File: src/rtl/jk_counter_pkg.sv
// Shared types and helpers for the JK-cell based modulo counter.
// Optional feature macro used by the counter: JK_COUNTER_SATURATE_EN.
package jk_counter_pkg;

  // JK input pair encoded as {J, K}
  typedef enum logic [1:0] {
    JK_HOLD   = 2'b00,
    JK_RESET  = 2'b01,
    JK_SET    = 2'b10,
    JK_TOGGLE = 2'b11
  } jk_op_t;

  // Map a desired bit transition onto JK inputs. Only hold/set/reset are
  // produced, so a bit that should stay put is never toggled.
  function automatic jk_op_t jk_encode(input logic cur, input logic nxt);
    jk_op_t op;
    op = JK_HOLD;
    if (nxt && !cur) begin
      op = JK_SET;
    end else if (!nxt && cur) begin
      op = JK_RESET;
    end
    return op;
  endfunction

endpackage

File: src/rtl/jk_cell.sv
// Single JK storage bit, falling-edge clocked with synchronous active-high reset.
module jk_cell (
  input  logic clk,
  input  logic rst,
  input  logic J,
  input  logic K,
  output logic Q
);

  logic q_q;
  logic q_d;

  // Classic JK characteristic: 00 hold, 01 clear, 10 set, 11 toggle
  always_comb begin
    q_d = q_q;
    case ({J, K})
      2'b00:   q_d = q_q;
      2'b01:   q_d = 1'b0;
      2'b10:   q_d = 1'b1;
      default: q_d = ~q_q;
    endcase
  end

  // State register; reset only takes effect on a falling edge
  always_ff @(negedge clk) begin
    if (rst) begin
      q_q <= 1'b0;
    end else begin
      q_q <= q_d;
    end
  end

  assign Q = q_q;

endmodule

File: src/rtl/jk_mod_counter.sv
// WIDTH-bit up/down modulo counter built from a bank of JK cells.
// Range is 0..MAX_COUNT with parallel load (clamped), enable, terminal-count
// flag and a registered wrap pulse. Defining JK_COUNTER_SATURATE_EN makes the
// counter stick at the boundaries instead of wrapping, and ties wrap low.
module jk_mod_counter
  import jk_counter_pkg::*;
#(
  parameter int WIDTH     = 2,
  parameter int MAX_COUNT = 3
) (
  input  logic             clk,
  input  logic             rst,
  input  logic             en,
  input  logic             up_dn,
  input  logic             load,
  input  logic [WIDTH-1:0] load_val,
  output logic [WIDTH-1:0] count,
  output logic             tc,
  output logic             wrap
);

  localparam logic [WIDTH-1:0] MAX_W  = WIDTH'(MAX_COUNT);
  localparam logic [WIDTH-1:0] ZERO_W = '0;
  localparam logic [WIDTH-1:0] ONE_W  = WIDTH'(1);

`ifdef JK_COUNTER_SATURATE_EN
  localparam logic [WIDTH-1:0] UP_BOUNDARY_NEXT   = MAX_W;
  localparam logic [WIDTH-1:0] DOWN_BOUNDARY_NEXT = ZERO_W;
`else
  localparam logic [WIDTH-1:0] UP_BOUNDARY_NEXT   = ZERO_W;
  localparam logic [WIDTH-1:0] DOWN_BOUNDARY_NEXT = MAX_W;
`endif

  logic [WIDTH-1:0] count_q;
  logic [WIDTH-1:0] count_d;
  logic [WIDTH-1:0] j_vec;
  logic [WIDTH-1:0] k_vec;
  logic             at_max;
  logic             at_zero;

  assign at_max  = (count_q == MAX_W);
  assign at_zero = (count_q == ZERO_W);

  // Terminal count: flags the cycle whose falling edge crosses a boundary
  assign tc = en & ~load & ~rst & ((up_dn & at_max) | (~up_dn & at_zero));

  // Next count value: load beats enable; boundaries handled explicitly so
  // WIDTH-bit arithmetic never overflows
  always_comb begin
    count_d = count_q;
    if (load) begin
      count_d = (load_val > MAX_W) ? MAX_W : load_val;
    end else if (en) begin
      if (up_dn) begin
        count_d = at_max ? UP_BOUNDARY_NEXT : (count_q + ONE_W);
      end else begin
        count_d = at_zero ? DOWN_BOUNDARY_NEXT : (count_q - ONE_W);
      end
    end
  end

  // Translate each bit's desired transition into JK drive
  always_comb begin
    jk_op_t op;
    op    = JK_HOLD;
    j_vec = '0;
    k_vec = '0;
    for (int i = 0; i < WIDTH; i++) begin
      op = jk_encode(count_q[i], count_d[i]);
      {j_vec[i], k_vec[i]} = op;
    end
  end

  for (genvar g = 0; g < WIDTH; g++) begin : g_cells
    jk_cell u_cell (
      .clk (clk),
      .rst (rst),
      .J   (j_vec[g]),
      .K   (k_vec[g]),
      .Q   (count_q[g])
    );
  end

  assign count = count_q;

`ifdef JK_COUNTER_SATURATE_EN
  assign wrap = 1'b0;
`else
  logic wrap_q;
  logic wrap_d;

  // Wrap pulse source: the current terminal count, suppressed by a load
  always_comb begin
    wrap_d = tc & ~load;
  end

  // One-cycle wrap pulse registered on the falling edge
  always_ff @(negedge clk) begin
    if (rst) begin
      wrap_q <= 1'b0;
    end else begin
      wrap_q <= wrap_d;
    end
  end

  assign wrap = wrap_q;
`endif

endmodule

File: config.mk
export PLATFORM = sky130hd
export DESIGN_NAME = jk_mod_counter
export DESIGN_NICKNAME = d
export VERILOG_FILES = /design/src/rtl/jk_counter_pkg.sv /design/src/rtl/jk_cell.sv /design/src/rtl/jk_mod_counter.sv
export SDC_FILE = /design/constraint.sdc
export NUM_CORES = 1
export LEC_CHECK = 0
export ABC_AREA = 1
export BUFFER_PORTS_ARGS = -buffer_cell sky130_fd_sc_hd__buf_2
export CAP_MARGIN = 25
export CORE_AREA = 8 8 45 47
export DETAILED_ROUTE_END_ITERATION = 8
export DIE_AREA = 0 0 53 55
export PLACE_DENSITY = 0.5
export SLEW_MARGIN = 5
export SYNTH_ARGS = -nofsm -noshare
export SYNTH_HDL_FRONTEND = slang
export SYNTH_HIERARCHICAL = 1
export SYNTH_SLANG_ARGS = --single-unit
File: constraint.sdc
create_clock -name clk -period 3.9 [get_ports clk]
set_input_delay 0.585 -clock clk [delete_from_list [all_inputs] [get_ports clk]]
set_output_delay 0.585 -clock clk [all_outputs]
set_load 0.05 [all_outputs]
# After elaboration in Yosys (flattened, before gate mapping)
# Index checks and enable logic that the tools add are counted.
[totals] in_bits=7 elab_cells=46 output_inout_bits=4 register_bits=3
[classes] eq_ne=5 n_addsub=2 n_mux=12 n_bitwise=12 n_lt_le_gt_ge=1 reduce_logical=11
[op_table] op="2-bit two-way mux" count=8
[op_table] op="1-bit AND" count=6
[op_table] op="2-bit equality test, second input constant" count=3
[op_table] op="2-bit zero test" count=3
[op_table] op="1-bit one-hot mux with 3 select lines" count=2
[op_table] op="1-bit inverter" count=5
[op_table] op="2-bit by 1-bit equality test with 1-bit output, second input constant" count=2
[op_table] op="1-bit logical AND" count=4
[op_table] op="1-bit zero test" count=4
[op_table] op="2-bit by 1-bit adder with 2-bit output, second input constant" count=1
[op_table] op="2-bit greater-than comparator, second input constant" count=1
[op_table] op="1-bit two-way mux" count=2
[op_table] op="2-bit by 1-bit subtractor with 2-bit output, second input constant" count=1
[op_table] op="1-bit bitwise OR" count=1

# Depth between registers and ports, before layout
# Gate-level depths: netlist of the first run.
[depth] depth_word=11 ltp_mapped=14 mapped_depth_nobuf=14

# By module
# The synthesis of the first run kept the hierarchy.
[by_module_without_submodules] mod="jk_cell" n_inst=2 cells_each=13 area_per_inst_um2=86.3 seq_area_each_um2=20.0
[by_module_without_submodules] mod="jk_mod_counter" n_inst=1 cells_each=31 area_per_inst_um2=167.7 seq_area_each_um2=20.0

==> metrics.txt, run 1 <==
status finished clean; Final Max Slew Viols 0; Synthesized Nets 70; dpl hpwl 621.5 um; Worst R2R End g_cells[1].u_cell/Q$_SDFFE_NP0P_; CP startpoint kind flip-flop; DRT Pass-1 Iters 2; remaining antenna violation count 0; dpl ws 0.1103 ns; DR DRC count 0; DR WL/cell 8.287 um; Critical Path Sink tc; crit-path cells inv_1 -> ha_4 -> nor2_4 -> nor3_4 -> buf_6; M1 WL 366 um; CORE AREA 1384 um^2; First DRT Iteration DRCs 4; Cell Area, Synth 340.3 um^2; GR Overflow Total 0; initial core utilization 24.59%; Clk Latency, worst-skew pair 0.29 ns; first-pass GRT wire length 1276 um; number of H-tree levels 1; CTS sink cnt 3; final setup fails 0; Critical Path RT 3.31 ns; Area Overhead vs Synth 40.07%; Crit Path Category reg2out; Clock Pin Slew Worst Setup and Hold Paths 0.03 ns; nets 85; DR WL met3 29 um; highest routed layer met3; Worst path slowest cell dfxtp_2; VDD IR-drop max 0.2221 mV; initial antenna violation count 0; CTS tree yes; top cell type's share of synthesized area 22.06%; CTS max path bufs 2; chip width 53 um; Avg Cell Area, Syn 5.971 um^2; num rows 14; Netlist cell types 12; Top Family by Delay on Critical Path flip-flops; TritonCTS buffer count 3; I/O pins 11; DIE HEIGHT 55 um; Pleak 0.2754 nW; root buffer cell clkbuf_4; Syn Inst Count 57; gpl congestion 0.6952; final worst slack 0.08568 ns; Slew @ Worst Pin 0.2446 ns; RSZ-0062 raised after global routing no; CP peak stage delay 0.34 ns; CP bufs+invs 2; full die area 2915 um^2; skew final 0.003217 ns; ANT cells 0; area leader, netlist ha_1; CP Depth 5; Critical Path End Type primary output; vias in the first global route 378; share of layout cells above drive strength 1 30.99%; r2r startpoint g_cells[0].u_cell/Q$_SDFFE_NP0P_; slew margin rel. 83.63%; routed vias 360; max-cap violations 0; setup TNS 0 ns; crit path DAT 3.23 ns; sequential-to-total area share from yosys stat 17.65%; PwrDens 592.0 nW/um^2; Post-Route WL 721 um; worst-path fanout max 6; crit path launch g_cells[0].u_cell/Q$_SDFFE_NP0P_; Register-to-Register Path Depth 12; final hold violation count 0; port bufs 10; Fill cells 162; top cells by area, synth ha_1 22%, dfxtp_1 18%, inv_1 17%; cts hold-fix bufs 0; pin count of the biggest net entering global routing 8; Tot Pwr 282.2 uW; Hold Path Depth 2; Final Util 34.45%; wire length on met2 325 um; r2r setup slk 2.07 ns; Hold Path Class reg2reg; Setup Fix Bufs, Post-CTS 0; yosys warns 6; FF+latch count, synth 3; All-Layer GR Usage 5.731%; Via density 4.138
[cells by family (layout without fill, tap and decap cells)]
kind of cell               Yosys count  in the layout  synth area share [%]
and+or+nand+nor                     27             27                 32.35
DFF                                  3              3                 17.65
adders and majority gates            6              6                 22.06
buffers and inverters               16             30                 17.64
AOI/OAI and AO/OA                    5              5                 10.29
[how the worst min path moves through the flow]
| stage | to | from | slack [ns] |
|---|---|---|---|
| 6_report | g_cells[0].u_cell/Q$_SDFFE_NP0P_ | g_cells[0].u_cell/Q$_SDFFE_NP0P_ | 0.56 |
| 5_1_grt | g_cells[0].u_cell/Q$_SDFFE_NP0P_ | g_cells[0].u_cell/Q$_SDFFE_NP0P_ | 0.61 |
| 4_1_cts | g_cells[0].u_cell/Q$_SDFFE_NP0P_ | g_cells[0].u_cell/Q$_SDFFE_NP0P_ | 0.57 |
| 3_5_place_dp | g_cells[0].u_cell/Q$_SDFFE_NP0P_ | g_cells[0].u_cell/Q$_SDFFE_NP0P_ | 0.57 |
| 3_3_place_gp | g_cells[0].u_cell/Q$_SDFFE_NP0P_ | g_cells[0].u_cell/Q$_SDFFE_NP0P_ | 0.56 |
| 2_1_floorplan | g_cells[0].u_cell/Q$_SDFFE_NP0P_ | g_cells[0].u_cell/Q$_SDFFE_NP0P_ | 0.65 |
[Yosys cell counts]
cell	count
a21oi_1	1
dfxtp_1	3
ha_1	6
inv_1	15
inv_2	1
nand2_1	12
nand3_1	1
nor2_1	10
nor2_2	2
nor3_1	2
o211ai_1	2
o21bai_1	2
[sequential cells by signal (all words and copies together) (netlist names)]
signal            cells
wrap                  1
g_cells.u_cell/Q      2
[routing by layer]
| metal | up-vias | GRT usage [%] |
|---|---|---|
| li1 | 196 | - |
| met1 | 157 | 6.515 |
| met2 | 7 | 8.398 |
| met3 | 0 | 2.139 |
| met4 | 0 | 4.741 |
| met5 | - | 0 |
[placed cells by master, fill, tap and decap left out, drive strengths merged]
master | synthesis | layout
o21bai | 2 | 2
o211ai | 2 | 2
ha | 6 | 6
clkbuf | 0 | 3
a21oi | 1 | 1
dfxtp | 3 | 3
nor2 | 12 | 12
inv | 16 | 17
nand2 | 12 | 12
nor3 | 2 | 2
nand3 | 1 | 1
buf | 0 | 10
[worst min-delay path, delay by kind of cell, from the launching register on]
kind            cells  cell delay, ns
compound gates      1            0.14
flops               1            0.34
simple gates        1            0.04
[cell type report]
type,instances,area [um^2],share of cell area [%]
Multi-Input combinational cell,38,251.5,52.76
Sequential cell,3,62.56,13.12
Timing Repair Buffer,10,56.30,11.81
Inverter,13,48.80,10.24
Clock buffer,3,22.52,4.724
Tap cell,16,20.02,4.199
Clock inverter,4,15.01,3.150
[metrics by stage]
step                instances  cell area, um^2  hold WS [ns]
floorplan                  57            354.1        0.6485
global placement           83            424.2        0.5631
detailed placement         83            424.2        0.5672
CTS                        87            455.4        0.5711
global route               87            476.7        0.6093
finish                     87            476.7        0.5603
[power by group]
part           internal, mW  total (mW)  leakage (nW)  switching, mW
logic                0.0603       0.162         0.215          0.102
clock network        0.0400      0.0632        0.0351         0.0233
registers            0.0413      0.0568        0.0253         0.0154
[repair_timing]
action | in CTS | in global routing
resized for setup | 2 | 5
pin swaps | 0 | 1
setup endpoints to repair | 1 | 1
endpoints found under the hold margin | 0 | 0
Note: power is estimated with default switching activity, not from simulation.
==> run 2, diff against run 1 <==
- CELL_PAD_IN_SITES_DETAIL_PLACEMENT: default -> 0
- CELL_PAD_IN_SITES_GLOBAL_PLACEMENT: default -> 1
- PLACE_DENSITY: 0.5 -> 0.67
==> run 2 against run 1 <==
Effect of this change:
- final cell count grew 1.1%
- clock skew down 0.00075 ns
- final area rose by 3.1%
- routed wire length grew 6.4%
- core utilization is 1.1 points higher
- sequential share of layout area is 0.62 points higher
- critical path type unchanged
==> metrics.txt, run 2 (same netlist as run 1, synthesis figures left out) <==
status finished clean (unchanged); nets 86 (was 85); Critical Path End Type primary output (unchanged); Post-Route WL 767 um (was 721 um); first-pass GRT wire length 1476 um (was 1276 um); VDD IR-drop max 0.2085 mV (was 0.2221 mV); ANT cells 0 (unchanged); slew margin rel. 83.38% (was 83.63%); num rows 14 (unchanged); All-Layer GR Usage 6.386% (was 5.731%); DIE HEIGHT 55 um (unchanged); full die area 2915 um^2 (unchanged); vias in the first global route 422 (was 378); worst-path fanout max 7 (was 6); chip width 53 um (unchanged); DR DRC count 0 (unchanged); Crit Path Category reg2out (unchanged); dpl hpwl 624.5 um (was 621.5 um); GR Overflow Total 0 (unchanged); skew final 0.002467 ns (was 0.003217 ns); Slew @ Worst Pin 0.2510 ns (was 0.2446 ns); final setup fails 0 (unchanged); cts hold-fix bufs 0 (unchanged); max-cap violations 0 (unchanged); First DRT Iteration DRCs 2 (was 4); final hold violation count 0 (unchanged); Via density 4.159 (was 4.138); pin count of the biggest net entering global routing 8 (unchanged); share of layout cells above drive strength 1 34.72% (was 30.99%); Critical Path RT 3.31 ns (about the same); I/O pins 11 (unchanged); CP startpoint kind flip-flop (unchanged); CORE AREA 1384 um^2 (unchanged); root buffer cell clkbuf_4 (unchanged); crit path DAT 3.22 ns (was 3.23 ns); Hold Path Class reg2reg (unchanged); Clock Pin Slew Worst Setup and Hold Paths 0.03 ns (about the same); Pleak 0.2809 nW (was 0.2754 nW); hold_ws 0.5682 ns (was 0.5603 ns); number of flip-flops in the largest register 2 (unchanged); gpl congestion 0.6763 (was 0.6952); number of H-tree levels 1 (unchanged); Tot Pwr 292.9 uW (was 282.2 uW); port bufs 10 (unchanged); most frequent cells in the layout 14 x inv_1, 12 x nand2_1, 9 x buf_2, 8 x nor2_1, 5 x ha_1 (was 15 x inv_1, 12 x nand2_1, 9 x nor2_1, 9 x buf_2, 5 x ha_1); Final Max Slew Viols 0 (unchanged); TritonCTS buffer count 3 (unchanged); setup TNS 0 ns (unchanged); Clk Latency, worst-skew pair 0.29 ns (about the same); commonest non-fill, non-tap cell in the layout inv_1 (unchanged); DRT Pass-1 Iters 2 (unchanged); CTS tree yes (unchanged); initial core utilization 24.59% (unchanged); initial antenna violation count 0 (unchanged); routed vias 366 (was 360); CTS sink cnt 3 (unchanged); Area Overhead vs Synth 44.49% (was 40.07%); remaining antenna violation count 0 (unchanged); CTS max path bufs 2 (unchanged); PwrDens 595.6 nW/um^2 (was 592.0 nW/um^2); DR WL/cell 8.716 um (was 8.287 um)
run 2: worst paths after layout:
path | start | endpoint | cells after the start | slack, ns
max reg2reg | g_cells[1].u_cell/Q$_SDFFE_NP0P_ | g_cells[1].u_cell/Q$_SDFFE_NP0P_ | 12 | 2.13
min | g_cells[1].u_cell/Q$_SDFFE_NP0P_ | g_cells[1].u_cell/Q$_SDFFE_NP0P_ | 2 | 0.57
min reg2reg | g_cells[1].u_cell/Q$_SDFFE_NP0P_ | g_cells[1].u_cell/Q$_SDFFE_NP0P_ | 2 | 0.57
max | g_cells[1].u_cell/Q$_SDFFE_NP0P_ | tc | 5 | 0.1
run 2: repair_timing:
item / 4_1_cts / 5_1_grt
buffers inserted: 1 / 0
pin swaps: 1 / 0
gates resized for setup: 4 / 7
setup endpoints to repair: 1 / 1
run 2: layer usage:
layer	vias up	GRT usage [%]	share of wire (%)
met5	-	0	0
met4	0	2.155	0
li1	199	-	-
met3	0	2.674	6.9
met2	7	12.11	46
met1	160	6.061	47
run 2: per-stage QoR:
| step | setup WS (ns) | cell area (um^2) | std cells | utilization, % |
|---|---|---|---|---|
| after floorplan | 0.1205 | 354.1 | 57 | - |
| after global placement | 0.1315 | 424.2 | 83 | 30.65 |
| after detailed placement | 0.1235 | 424.2 | 83 | 30.65 |
| after CTS | 0.01175 | 467.9 | 88 | 33.82 |
| after global routing | -0.001190 | 491.7 | 88 | 35.53 |
| final | 0.09852 | 491.7 | 88 | 35.53 |
run 2: layout make-up:
class	instances	area [um^2]
multi-input combinational	38	254.0
clock inverter	4	15.01
clock buffer	3	22.52
sequential	3	67.56
timing repair buffer	11	63.81
fill	161	892.1
inverter	13	48.80
tap	16	20.02
run 2: power by group:
group	leakage [nW]	total [mW]	internal (mW)	switching, mW
clock	0.0351	0.0627	0.0399	0.0227
sequential	0.0260	0.0593	0.0442	0.0151
combinational	0.220	0.171	0.0665	0.104
total	0.281	0.293	0.151	0.142
run 2: critical path, stage by stage, from the launching register on:
cell and delay, ns:
dfxtp_4 0.36, inv_2 0.09, ha_4 0.14, nor2_4 0.04, nor3_4 0.17, buf_6 0.18
==> run 3, diff against run 2 <==
- ABC_AREA: 1 -> default
- PLACE_DENSITY: 0.67 -> 0.64
==> run 3 against run 2 <==
Effect of this change:
- synthesized area is 1.8% higher
- core utilization is 3.5 points higher
- worst hold slack better by 0.14 ns
- critical path depth did not move
- combinational power decreased by 17%
- global-route usage shrank 0.28 points
- final cell count down 8.0%
- setup slack worse by 0.015 ns
- die area did not move
- critical endpoint unchanged
- critical path type unchanged
==> metrics.txt, run 3 <==
crit path DAT 3.23 ns (was 3.22 ns); number of H-tree levels 1 (unchanged); nets 79 (was 86); dpl ws -0.1301 ns (was 0.1235 ns); top cells by area, synth ha_1 22%, dfxtp_1 17%, inv_1 13% (was ha_1 22%, dfxtp_1 18%, inv_1 17%); CP peak stage delay 0.34 ns (was 0.36 ns); Post-Route WL 753 um (was 767 um); Crit Path Category reg2out (unchanged); port bufs 10 (unchanged); All-Layer GR Usage 6.110% (was 6.386%); Syn Inst Count 43 (was 57); TritonCTS buffer count 3 (unchanged); top_reg_cell synth dfxtp_1 (unchanged); Clk Latency, worst-skew pair 0.30 ns (was 0.29 ns); routed vias 350 (was 366); number of enable flip-flop cells after synthesis 0 (unchanged); Synthesized Nets 56 (was 70); RSZ-0062 raised after global routing no; Hold Path Depth 3 (was 2); DR WL/cell 9.296 um (was 8.716 um); synth cell count leaders 12 x inv_1, 6 x ha_1, 4 x nand2_1 (was 15 x inv_1, 12 x nand2_1, 10 x nor2_1); num rows 14 (unchanged); CTS max path bufs 2 (unchanged); share of layout cells above drive strength 1 46.15% (was 34.72%); worst-path fanout max 4 (was 7); FFs w/ async S/R, synth 0% (unchanged); Avg Cell Area, Syn 8.060 um^2 (was 5.971 um^2); Inst Count DP 74 (was 83); Tot Pwr 253.4 uW (was 292.9 uW); Slew @ Worst Pin 0.2992 ns (was 0.2510 ns); Hold EP g_cells[1].u_cell/Q$_SDFFE_NP0P_ (unchanged); DIE HEIGHT 55 um (unchanged); most frequent cells in the layout 13 x inv_1, 9 x buf_2, 8 x buf_4, 6 x ha_1, 4 x nand2_1 (was 14 x inv_1, 12 x nand2_1, 9 x buf_2, 8 x nor2_1, 5 x ha_1); skew final 0.01195 ns (was 0.002467 ns); remaining antenna violation count 0 (unchanged); Via density 4.321 (was 4.159); Register-to-Register Path Depth 8 (was 12); initial core utilization 25.05% (was 24.59%); FF+latch count, synth 3 (unchanged); commonest non-fill, non-tap cell in the layout inv_1 (unchanged); ANT cells 0 (unchanged); CP bufs+invs 2 (unchanged); Critical Path End Type primary output (unchanged); DRT Pass-1 Iters 2 (unchanged); top cell type's share of synthesized area 21.66% (was 22.06%); Cell Count, Final, Fillers Out 81 (was 88); Worst path slowest cell dfxtp_4 (unchanged); First DRT Iteration DRCs 3 (was 2); number of flip-flops in the largest register 2 (unchanged); Final Max Slew Viols 0 (unchanged); Critical Path RT 3.31 ns (about the same); first-pass GRT wire length 1283 um (was 1476 um); vias in the first global route 338 (was 422); r2r startpoint g_cells[1].u_cell/Q$_SDFFE_NP0P_ (unchanged); final worst slack 0.08364 ns (was 0.09852 ns); Top Family by Delay on Critical Path flip-flops (unchanged); Hold Path Class reg2reg (unchanged); crit-path cells inv_1 -> ha_1 -> mux2i_4 -> nor3_4 -> buf_6 (was inv_2 -> ha_4 -> nor2_4 -> nor3_4 -> buf_6); Netlist cell types 17 (was 12); GR Overflow Total 0 (unchanged); slew margin rel. 79.84% (was 83.38%); PwrDens 468.9 nW/um^2 (was 595.6 nW/um^2); I/O pins 11 (unchanged); VDD IR-drop max 0.09938 mV (was 0.2085 mV); r2r setup slk 1.89 ns (was 2.13 ns); hold path start g_cells[1].u_cell/Q$_SDFFE_NP0P_ (unchanged); area leader, netlist ha_1 (unchanged); Pleak 0.2821 nW (was 0.2809 nW); root buffer cell clkbuf_4 (unchanged); CP startpoint kind flip-flop (unchanged); initial antenna violation count 0 (unchanged); Final Util 39.06% (was 35.53%); CTS tree yes (unchanged); most frequent cell after synthesis inv_1 (unchanged); gpl congestion 0.6722 (was 0.6763); yosys warns 6 (unchanged); Cell Area, Synth 346.6 um^2 (was 340.3 um^2); DR DRC count 0 (unchanged); pin count of the biggest net entering global routing 9 (was 8); Clock Pin Slew Worst Setup and Hold Paths 0.03 ns (about the same); full die area 2915 um^2 (unchanged); final hold violation count 0 (unchanged); chip width 53 um (unchanged); CTS sink cnt 3 (unchanged); dpl hpwl 609.6 um (was 624.5 um); Area Overhead vs Synth 55.96% (was 44.49%); Worst R2R End g_cells[1].u_cell/Q$_SDFFE_NP0P_ (unchanged); sequential-to-total area share from yosys stat 17.33% (was 17.65%); CORE AREA 1384 um^2 (unchanged); max-cap violations 0 (unchanged); final setup fails 0 (unchanged); status finished clean (unchanged)
run 3: cell count changes after synthesis, sizes merged, moves of 2 or more:
cell	change
or2	+2
nor2	-12
o21bai	-2
a311oi	+2
nand2	-8
o211ai	-2
inv	-4
and2b	+2
run 3: cells by family (layout without fill, tap and decap cells):
logic type               count (synthesis)  count (layout)  share of synthesized area [%]
XOR/XNOR                                 1               1                          2.528
AND/OR/NAND/NOR                         13              13                          22.38
buffers and inverters                   12              34                          13.00
AO/OA/AOI/OAI                            7               7                          20.22
multiplexers                             1               1                          2.888
flip-flops                               3               3                          17.33
adder cells (fa/ha/maj)                  6               6                          21.66
run 3: power by group:
part	leakage [nW]	switching (mW)	internal (mW)
logic	0.221	0.0773	0.0643
clock network	0.0351	0.0266	0.0401
registers	0.0259	0.00552	0.0396
run 3: worst register-to-register path, stage by stage (launching register included):
cell	delay, ns
dfxtp_4	0.35
inv_1	0.04
ha_1	0.27
xor2_1	0.17
o41ai_2	0.26
inv_1	0.08
ha_1	0.31
or2_0	0.21
a311oi_2	0.22
run 3: metal layers:
metal	share of wire [%]	wire length, um	GRT usage, %	up-vias
met5	0	0	0	-
met4	3.1	23	8.190	0
met3	9.2	69	1.604	4
met2	52	393	9.961	9
met1	35	267	5.446	153
li1	-	-	-	184
run 3: how the worst max path moves through the flow:
stage / endpoint / from / depth (start not counted)
finish: tc / g_cells[1].u_cell/Q$_SDFFE_NP0P_ / 5
CTS: tc / g_cells[0].u_cell/Q$_SDFFE_NP0P_ / 5
detailed placement: g_cells[1].u_cell/Q$_SDFFE_NP0P_ / up_dn / 7
floorplan: tc / g_cells[1].u_cell/Q$_SDFFE_NP0P_ / 3
global route: tc / g_cells[0].u_cell/Q$_SDFFE_NP0P_ / 5
global placement: g_cells[1].u_cell/Q$_SDFFE_NP0P_ / up_dn / 7
run 3: timing repair:
action	CTS	global route
buffers inserted	3	0
gates cloned	0	0
hold buffers	0	0
gates resized for setup	5	1
pin swaps	0	0
setup endpoints to repair	1	1
run 3: cell type report:
cell class                      count  area (um^2)
Clock buffer                        3        22.52
Clock inverter                      4        15.01
Fill cell                         147        843.3
Inverter                            9        33.78
Multi-Input combinational cell     28        265.3
Sequential cell                     3        67.56
Tap cell                           16        20.02
Timing Repair Buffer               18        116.4
run 3: through the flow:
stage	TNS, ns	cell area (um^2)	hold slack [ns]
floorplan	0	360.3	0.7325
detailed placement	-0.1575	467.9	0.6342
CTS	0	531.8	0.7080
global placement	-0.09474	467.9	0.6348
finish	0	540.5	0.7045
global route	0	540.5	0.7274
